$ cat src/rtl/store_align_unit.sv
// Store alignment unit: turns byte/half/word stores at any byte address into
// word-aligned write beats with lane strobes, splitting boundary-crossing stores.
module store_align_unit #(
   parameter int ALLOW_SPLIT = 1
) (
   input  logic        clk,
   input  logic        reset_n,
   input  logic        req_valid,
   output logic        req_ready,
   input  logic [31:0] req_addr,
   input  logic [31:0] req_data,
   input  logic [1:0]  req_size,
   output logic        mem_valid,
   input  logic        mem_ready,
   output logic [31:0] mem_addr,
   output logic [31:0] mem_wdata,
   output logic [3:0]  mem_wstrb,
   output logic        done,
   output logic        err
);

   typedef enum logic [1:0] {IDLE, BEAT0, BEAT1} state_t;

   state_t      state_q;
   logic [29:0] word_q;
   logic [31:0] data_q;
   logic [3:0]  mask_q;
   logic [1:0]  off_q;
   logic        cross_q;
   logic        done_q;
   logic        err_q;

   logic [3:0]  req_mask;
   logic [2:0]  req_nbytes;
   logic [2:0]  req_end;
   logic        req_cross;
   logic        req_reject;

   always_comb begin
      req_mask   = 4'b0000;
      req_nbytes = 3'd0;
      case (req_size)
         2'b00:   begin req_mask = 4'b0001; req_nbytes = 3'd1; end
         2'b01:   begin req_mask = 4'b0011; req_nbytes = 3'd2; end
         2'b10:   begin req_mask = 4'b1111; req_nbytes = 3'd4; end
         default: begin req_mask = 4'b0000; req_nbytes = 3'd0; end
      endcase
      req_end    = {1'b0, req_addr[1:0]} + req_nbytes;
      req_cross  = (req_end > 3'd4);
      req_reject = (req_size == 2'b11) || (req_cross && (ALLOW_SPLIT == 0));
   end

   always_ff @(posedge clk or negedge reset_n) begin
      if (!reset_n) begin
         state_q <= IDLE;
         word_q  <= '0;
         data_q  <= '0;
         mask_q  <= '0;
         off_q   <= '0;
         cross_q <= 1'b0;
         done_q  <= 1'b0;
         err_q   <= 1'b0;
      end else begin
         done_q <= 1'b0;
         err_q  <= 1'b0;
         case (state_q)
            IDLE: begin
               if (req_valid) begin
                  if (req_reject) begin
                     err_q <= 1'b1;
                  end else begin
                     word_q  <= req_addr[31:2];
                     data_q  <= req_data;
                     mask_q  <= req_mask;
                     off_q   <= req_addr[1:0];
                     cross_q <= req_cross;
                     state_q <= BEAT0;
                  end
               end
            end
            BEAT0: begin
               if (mem_ready) begin
                  if (cross_q) begin
                     state_q <= BEAT1;
                  end else begin
                     state_q <= IDLE;
                     done_q  <= 1'b1;
                  end
               end
            end
            BEAT1: begin
               if (mem_ready) begin
                  state_q <= IDLE;
                  done_q  <= 1'b1;
               end
            end
            default: state_q <= IDLE;
         endcase
      end
   end

   // Beat outputs depend only on registered state, so they stay stable under backpressure.
   logic [31:0] base_addr;
   logic [2:0]  hi_bytes;
   logic [4:0]  lo_shift;
   logic [5:0]  hi_shift;

   always_comb begin
      base_addr = {word_q, 2'b00};
      hi_bytes  = 3'd4 - {1'b0, off_q};
      lo_shift  = {off_q, 3'b000};
      hi_shift  = {hi_bytes, 3'b000};
      mem_valid = 1'b0;
      mem_addr  = '0;
      mem_wdata = '0;
      mem_wstrb = 4'b0000;
      case (state_q)
         BEAT0: begin
            mem_valid = 1'b1;
            mem_addr  = base_addr;
            mem_wdata = data_q << lo_shift;
            mem_wstrb = mask_q << off_q;
         end
         BEAT1: begin
            mem_valid = 1'b1;
            mem_addr  = base_addr + 32'd4;
            mem_wdata = data_q >> hi_shift;
            mem_wstrb = mask_q >> hi_bytes;
         end
         default: ;
      endcase
   end

   assign req_ready = reset_n && (state_q == IDLE);
   assign done      = done_q;
   assign err       = err_q;

endmodule

$ cat config.mk
export PLATFORM = sky130hd
export DESIGN_NAME = store_align_unit
export DESIGN_NICKNAME = d
export VERILOG_FILES = /design/src/rtl/store_align_unit.sv
export SDC_FILE = /design/constraint.sdc
export NUM_CORES = 1
export LEC_CHECK = 0
export BUFFER_PORTS_ARGS = -buffer_cell sky130_fd_sc_hd__buf_2
export CORE_ASPECT_RATIO = 1.2
export CORE_MARGIN = 1.5
export CORE_UTILIZATION = 50
export CTS_BUF_LIST = sky130_fd_sc_hd__clkbuf_16
export DETAILED_ROUTE_END_ITERATION = 10
export PLACE_DENSITY = 0.88
export SLEW_MARGIN = 10
export SYNTH_ARGS = -nofsm -noshare
export SYNTH_HDL_FRONTEND = slang
export SYNTH_SLANG_ARGS = --single-unit
export TNS_END_PERCENT = 30
$ cat constraint.sdc
create_clock -name clk -period 2.7 [get_ports clk]
set_input_delay 0 -clock clk [delete_from_list [all_inputs] [get_ports clk]]
set_output_delay 0 -clock clk [all_outputs]
set_load 0.01 [all_outputs]
==> out/summary.txt, run 1 <==
number of routed nets with antenna violations -> 0
power per unit of standard cell area -> 1060 nW/µm²
fraction of final layout cells sized beyond drive strength 1 -> 35.4%
count of boundary I/O pins -> 142
critical path class -> reg2out
setup slack on the worst flop-to-flop path -> 0.59 ns
launch point of the critical path -> state_q[1]$_DFFE_PN0P_
path class of the lowest-slack min-delay path -> in2reg
detailed placement HPWL -> 10200 µm
total of buffers placed on input and output ports -> 139
Worst-Skew Late Latency -> 0.33 ns
wire length of the first global-routing pass -> 24700 µm
worst reg2reg path endpoint -> data_q[18]$_DFFE_PN0P_
share of async-settable or async-resettable flops after synthesis -> 100%
area growth from synthesis to layout -> 33.6%
setup repair after global routing missed its margin -> false
antenna violations before repair -> 0
ratio of routed vias to standard cells -> 6.19
Hold Violations, Final -> 0
pin count of the biggest net entering global routing -> 72
Synth area leader -> sky130_fd_sc_hd__dfrtp_1
fraction of post-synthesis cell area in the top cell type by area -> 35.6%
most frequent cell after synthesis -> sky130_fd_sc_hd__mux2_2
terminating pin of the worst hold path -> mask_q[0]$_DFFE_PN0P_
CP Launch Type -> register
Final Wtd Congestion -> 0.907
LEAKAGE -> 3.04 nW
critical path, cell by cell -> inv_1 > ha_1 > nand2_1 > or4_1 > nand3_1 > buf_2
number of synthesized flops with an enable pin -> 0
Chip Width -> 94.9 µm
highest achievable clock rate -> 400 MHz
row count -> 40
number of setup violations in the final report -> 0
buffer and inverter count on the worst path -> 2
detailed-route via count -> 5271
cell count after placement -> 770
run status -> completed
CP Data Arrival Time -> 2.50 ns
final period demand of the worst path -> 2.50 ns
final wirelength -> 15500 µm
slowest stage delay, CP -> 0.62 ns
cell types with the largest area share after synthesis -> sky130_fd_sc_hd__dfrtp_1 36%, sky130_fd_sc_hd__mux2_2 18%, sky130_fd_sc_hd__a22oi_1 3.0%, sky130_fd_sc_hd__clkbuf_1 3.0%, sky130_fd_sc_hd__nand2_1 3.0%
hold slack final -> 0.0813 ns
die height -> 113 µm
Remaining Overflow, GRT -> 0
fin crit share -> 92.6%
clk_skew -> 0.00534 ns
clock input transition at the sequential cells of the worst setup and hold paths -> 0.06 ns
via count of the first global-routing pass -> 5090
Register-to-Register Path Depth -> 5
cell at the slowest stage of the critical path -> sky130_fd_sc_hd__or4_1
element type at the critical path end -> primary output
Max H-tree Level -> 3
area of the mapped netlist -> 5070 µm²
final setup TNS -> 0 ns
routed wirelength normalized by instance count -> 18.2 µm
Worst-Margin Slew -> 0.899 ns
die area -> 10700 µm²
CP Data Required Time -> 2.70 ns
Core ar. -> 9960 µm²
TritonCTS clock tree -> done
fill count -> 750
final slew viol count -> 0
clock buffers created by TritonCTS -> 9
synthesized area per cell -> 9.43 µm²
Clock Tree Buf Depth -> 2
DRC violations left -> 0
total of flip-flops plus latches after synthesis -> 72
most common library cells after synthesis -> 79 x sky130_fd_sc_hd__mux2_2, 72 x sky130_fd_sc_hd__dfrtp_1, 40 x sky130_fd_sc_hd__clkbuf_1, 40 x sky130_fd_sc_hd__nand2_1, 36 x sky130_fd_sc_hd__nor2_1
Pre-Repair DR Iteration Count -> 6
cell family with most CP delay -> simple AND/OR/NAND/NOR gates
sinks on the clock net -> 72
Initial Util -> 50.9%
number of distinct library cell variants in the gate-level netlist after synthesis -> 66
# nets final -> 804
hold path startpoint -> req_size[1]
number of violations of the max-capacitance limit -> 0
cell count after synthesis -> 537
count of antenna diodes in the layout -> 0
worst vdd ir -> 0.000556 V
Slew headroom -> 40.1%
violation count after the first detailed-route iteration -> 395
number of cells on the worst hold path -> 3
Warnings, synthesis -> 0
cell chosen for the clock root -> sky130_fd_sc_hd__clkbuf_16
most used flip-flop cell after synthesis -> sky130_fd_sc_hd__dfrtp_1
Non-Filler Instances -> 851
largest fanout on the critical path -> 15
sequential element share of the synthesized area -> 35.6%
Crit Reg-Reg Startpoint -> state_q[1]$_DFFE_PN0P_
GRT Overall Usage -> 29.0%
[metal layers]
metal | vias to the layer above | share of wire [%] | track usage (%)
met4 | 0 | 2.3 | 11.7
met1 | 2513 | 38 | 35.4
li1 | 2399 | - | -
met3 | 42 | 8.1 | 5.31
met5 | - | 0 | 0
met2 | 317 | 51 | 49.8
[timing repair]
action / 4_1_cts / 5_1_grt
buffers inserted: 0 / 0
setup endpoints to repair: 0 / 10
endpoints found under the hold margin: 83 / 0
resized for setup: 0 / 3
hold buffers: 67 / 0
[cell type report]
class | count | area (µm²) | area share, %
multi-input combinational | 401 | 3000 | 44.4
sequential | 72 | 1800 | 26.6
timing repair buffer | 223 | 1510 | 22.3
clock buffer | 9 | 225 | 3.33
tap | 126 | 158 | 2.33
inverter | 15 | 56.3 | 0.832
clock inverter | 5 | 18.8 | 0.277
[worst register-to-register path: cells and delay by family (launching register included)]
family / cells / cell delay, ns
and+or+nand+nor: 1 / 0.09
adders and majority gates: 1 / 0.26
buffers and inverters: 2 / 0.77
muxes: 1 / 0.49
DFF: 1 / 0.38
[placed cells by master (no fill, tap or decap), drive strengths merged, types with 7 or more instances in the layout]
| cell type | instances |
|---|---|
| a21oi | 24 |
| a221oi | 7 |
| a222oi | 8 |
| a22o | 15 |
| a22oi | 20 |
| a31oi | 14 |
| buf | 156 |
| clkbuf | 9 |
| dfrtp | 72 |
| dlygate4sd3 | 67 |
| ha | 11 |
| inv | 16 |
| mux2 | 79 |
| mux2i | 9 |
| nand2 | 40 |
| nand3 | 14 |
| nand4 | 12 |
| nor2 | 36 |
| nor3 | 11 |
| o21ai | 23 |
[worst max-delay path by stage]
| stage | slack (ns) | cells after the start | endpoint |
|---|---|---|---|
| floorplan | 0.05 | 9 | mem_wdata[17] |
| global placement | 0.60 | 9 | mem_wdata[13] |
| detailed placement | 0.54 | 8 | mem_addr[11] |
| CTS | 0.19 | 9 | mem_wdata[10] |
| global route | 0.05 | 8 | mem_wdata[12] |
| finish | 0.20 | 6 | mem_addr[20] |
[cell families after synthesis]
logic type	synth area share [%]
other cells	0.0740
compound gates	21.3
mux	19.3
simple gates	14.7
buf+inv	5.73
xor+xnor	0.173
fa+ha+maj	3.11
flops	35.6
[report_power, final]
part           internal [mW]  total (mW)  switching (mW)
clock                  0.595        1.02           0.429
combinational           1.75        3.75            1.99
sequential              1.62        2.40           0.778
total                   3.96        7.17            3.20
[through the flow]
step,setup WS [ns],utilization [%],total power [mW],instance area (µm²)
final,0.199,68.0,7.17,6770
after floorplan,0.0484,-,4.81,5070
after detailed placement,0.545,58.7,5.96,5850
after global placement,0.599,58.7,5.80,5850
after CTS,0.191,67.9,7.08,6760
after global routing,0.0508,68.0,7.62,6770
[state kept, by name (all words and copies together), names as in the netlist]
signal / cells
mask_q: 3
done: 1
err: 1
cross_q: 1
off_q: 2
state_q: 2
data_q: 32
word_q: 30
Power figures use the tool's default switching activity.
==> run 2: changes to the inputs <==
--- a/config.mk
+++ b/config.mk
@@ -6,12 +6,14 @@
 export NUM_CORES = 1
 export LEC_CHECK = 0
 export BUFFER_PORTS_ARGS = -buffer_cell sky130_fd_sc_hd__buf_2
+export CELL_PAD_IN_SITES_DETAIL_PLACEMENT = 1
+export CELL_PAD_IN_SITES_GLOBAL_PLACEMENT = 1
 export CORE_ASPECT_RATIO = 1.2
 export CORE_MARGIN = 1.5
-export CORE_UTILIZATION = 50
+export CORE_UTILIZATION = 40
 export CTS_BUF_LIST = sky130_fd_sc_hd__clkbuf_16
 export DETAILED_ROUTE_END_ITERATION = 10
-export PLACE_DENSITY = 0.88
+export PLACE_DENSITY = 0.92
 export SLEW_MARGIN = 10
 export SYNTH_ARGS = -nofsm -noshare
 export SYNTH_HDL_FRONTEND = slang
==> out/summary.txt, run 2 (synthesis gave the netlist of run 1 again) <==
final period demand of the worst path -> 2.56 ns
run status -> completed
clk_skew -> 0.00668 ns
most common library cell in the layout ignoring fill and taps -> sky130_fd_sc_hd__buf_2
GR peak layer -> met2
number of violations of the max-capacitance limit -> 0
CP Launch Type -> register
most flop-heavy register -> data_q
via count of the first global-routing pass -> 5690
Placed Instance Area -> 5900 µm²
number of routed nets with antenna violations -> 0
met2 global-route usage -> 52.3%
count of boundary I/O pins -> 142
power per unit of standard cell area -> 1120 nW/µm²
element type at the critical path end -> primary output
cell at the slowest stage of the critical path -> sky130_fd_sc_hd__ha_1
Setup Buffers After CTS -> 0
area growth from synthesis to layout -> 36.4%
LEAKAGE -> 3.07 nW
final setup TNS -> 0 ns
setup slack on the worst flop-to-flop path -> 0.73 ns
count of antenna diodes in the layout -> 0
clock input transition at the sequential cells of the worst setup and hold paths -> 0.06 ns
PnR Total Power -> 7.71 mW
most frequent cells in the layout -> 139 x sky130_fd_sc_hd__buf_2, 79 x sky130_fd_sc_hd__mux2_2, 72 x sky130_fd_sc_hd__dfrtp_1, 67 x sky130_fd_sc_hd__dlygate4sd3_1, 39 x sky130_fd_sc_hd__nand2_1
# nets final -> 805
clock buffers created by TritonCTS -> 9
sinks on the clock net -> 72
violation count after the first detailed-route iteration -> 333
Final Wtd Congestion -> 0.903
path class of the lowest-slack min-delay path -> in2reg
detailed placement HPWL -> 12200 µm
Remaining Overflow, GRT -> 0
Chip Width -> 106 µm
DRC violations left -> 0
die height -> 126 µm
cell chosen for the clock root -> sky130_fd_sc_hd__clkbuf_16
buffer and inverter count on the worst path -> 3
global routing met1 resource utilization -> 32.2%
critical path, cell by cell -> inv_1 > ha_1 > and2_1 > buf_4 > nand4_1 > o21ai_0 > buf_2
Pre-Repair DR Iteration Count -> 6
CP Data Required Time -> 2.70 ns
fin area -> 6910 µm²
largest registers -> data_q x32, word_q x30, mask_q x3
pin count of the biggest net entering global routing -> 45
antenna violations before repair -> 0
slowest stage delay, CP -> 0.48 ns
CP Data Arrival Time -> 2.56 ns
final wirelength -> 18700 µm
fraction of final layout cells sized beyond drive strength 1 -> 36.0%
final slew viol count -> 0
Clock Tree Buf Depth -> 2
post-layout util -> 56.5%
number of setup violations in the final report -> 0
worst vdd ir -> 0.000492 V
die area -> 13400 µm²
cell count after placement -> 806
ratio of routed vias to standard cells -> 5.98
row count -> 44
GRT met3 Usage -> 5.28%
setup repair after global routing missed its margin -> false
critical path class -> reg2out
wire length of the first global-routing pass -> 29900 µm
highest achievable clock rate -> 391 MHz
Core ar. -> 12200 µm²
Non-Filler Instances -> 888
Initial Util -> 41.5%
largest fanout on the critical path -> 11
minimum setup slack in the final design -> 0.142 ns
routed wirelength normalized by instance count -> 21.0 µm
GRT Overall Usage -> 28.2%
detailed-route via count -> 5307
cell family with most CP delay -> simple AND/OR/NAND/NOR gates
Worst-Skew Late Latency -> 0.34 ns
worst slack, placed -> 0.429 ns
Worst-Margin Slew -> 0.715 ns
Max H-tree Level -> 3
Slew headroom -> 52.2%
fin crit share -> 94.7%
TritonCTS clock tree -> done
Hold Violations, Final -> 0
total of buffers placed on input and output ports -> 139
hold slack final -> 0.0667 ns
number of flip-flops in the largest register -> 32
[run 2: cell count changes in the layout (fill, tap and decap cells not counted), sizes merged]
cell      previous run  this run
bufinv               0         3
clkinv               4         2
buf                156       157
inv                 16        14
clkinvlp             0         2
[run 2: report_power, final]
| part | leakage, nW | total, mW | internal (mW) | switching [mW] |
|---|---|---|---|---|
| sequential | 0.852 | 2.45 | 1.62 | 0.837 |
| clock | 0.155 | 1.39 | 0.895 | 0.498 |
| combinational | 2.06 | 3.87 | 1.76 | 2.11 |
| total | 3.07 | 7.71 | 4.27 | 3.44 |
[run 2: area by class of cell]
class                           instances  area (µm²)
Inverter                               15        56.3
Timing Repair Buffer                  224        1510
Sequential cell                        72        1800
Tap cell                              161         201
Multi-Input combinational cell        401        3000
Fill cell                            1407        5310
Clock buffer                            9         225
Clock inverter                          6         109
[run 2: final timing paths]
path,startpoint,endpoint,cells after the start
max,state_q[1]$_DFFE_PN0P_,mem_addr[24],7
min,req_size[1],mask_q[0]$_DFFE_PN0P_,3
max reg2reg,state_q[1]$_DFFE_PN0P_,data_q[20]$_DFFE_PN0P_,5
min reg2reg,cross_q$_DFFE_PN0P_,cross_q$_DFFE_PN0P_,1
max in group asynchronous,reset_n,data_q[5]$_DFFE_PN0P_,3
min in group asynchronous,reset_n,word_q[14]$_DFFE_PN0P_,2
[run 2: tightest hold or removal path: stages]
cell	delay [ns]
sky130_fd_sc_hd__buf_2	0.12
sky130_fd_sc_hd__ha_1	0.16
sky130_fd_sc_hd__o21ai_0	0.09
[run 2: per-layer routing]
layer,up-vias,wire length (µm)
met2,206,10000
met5,-,0
li1,2400,-
met3,37,1080
met1,2664,7260
met4,0,352
[run 2: repair_timing]
item / CTS / global route
hold buffers: 67 / 0
gates resized for setup: 0 / 2
hold endpoints to repair: 84 / 0
setup endpoints to repair: 0 / 4
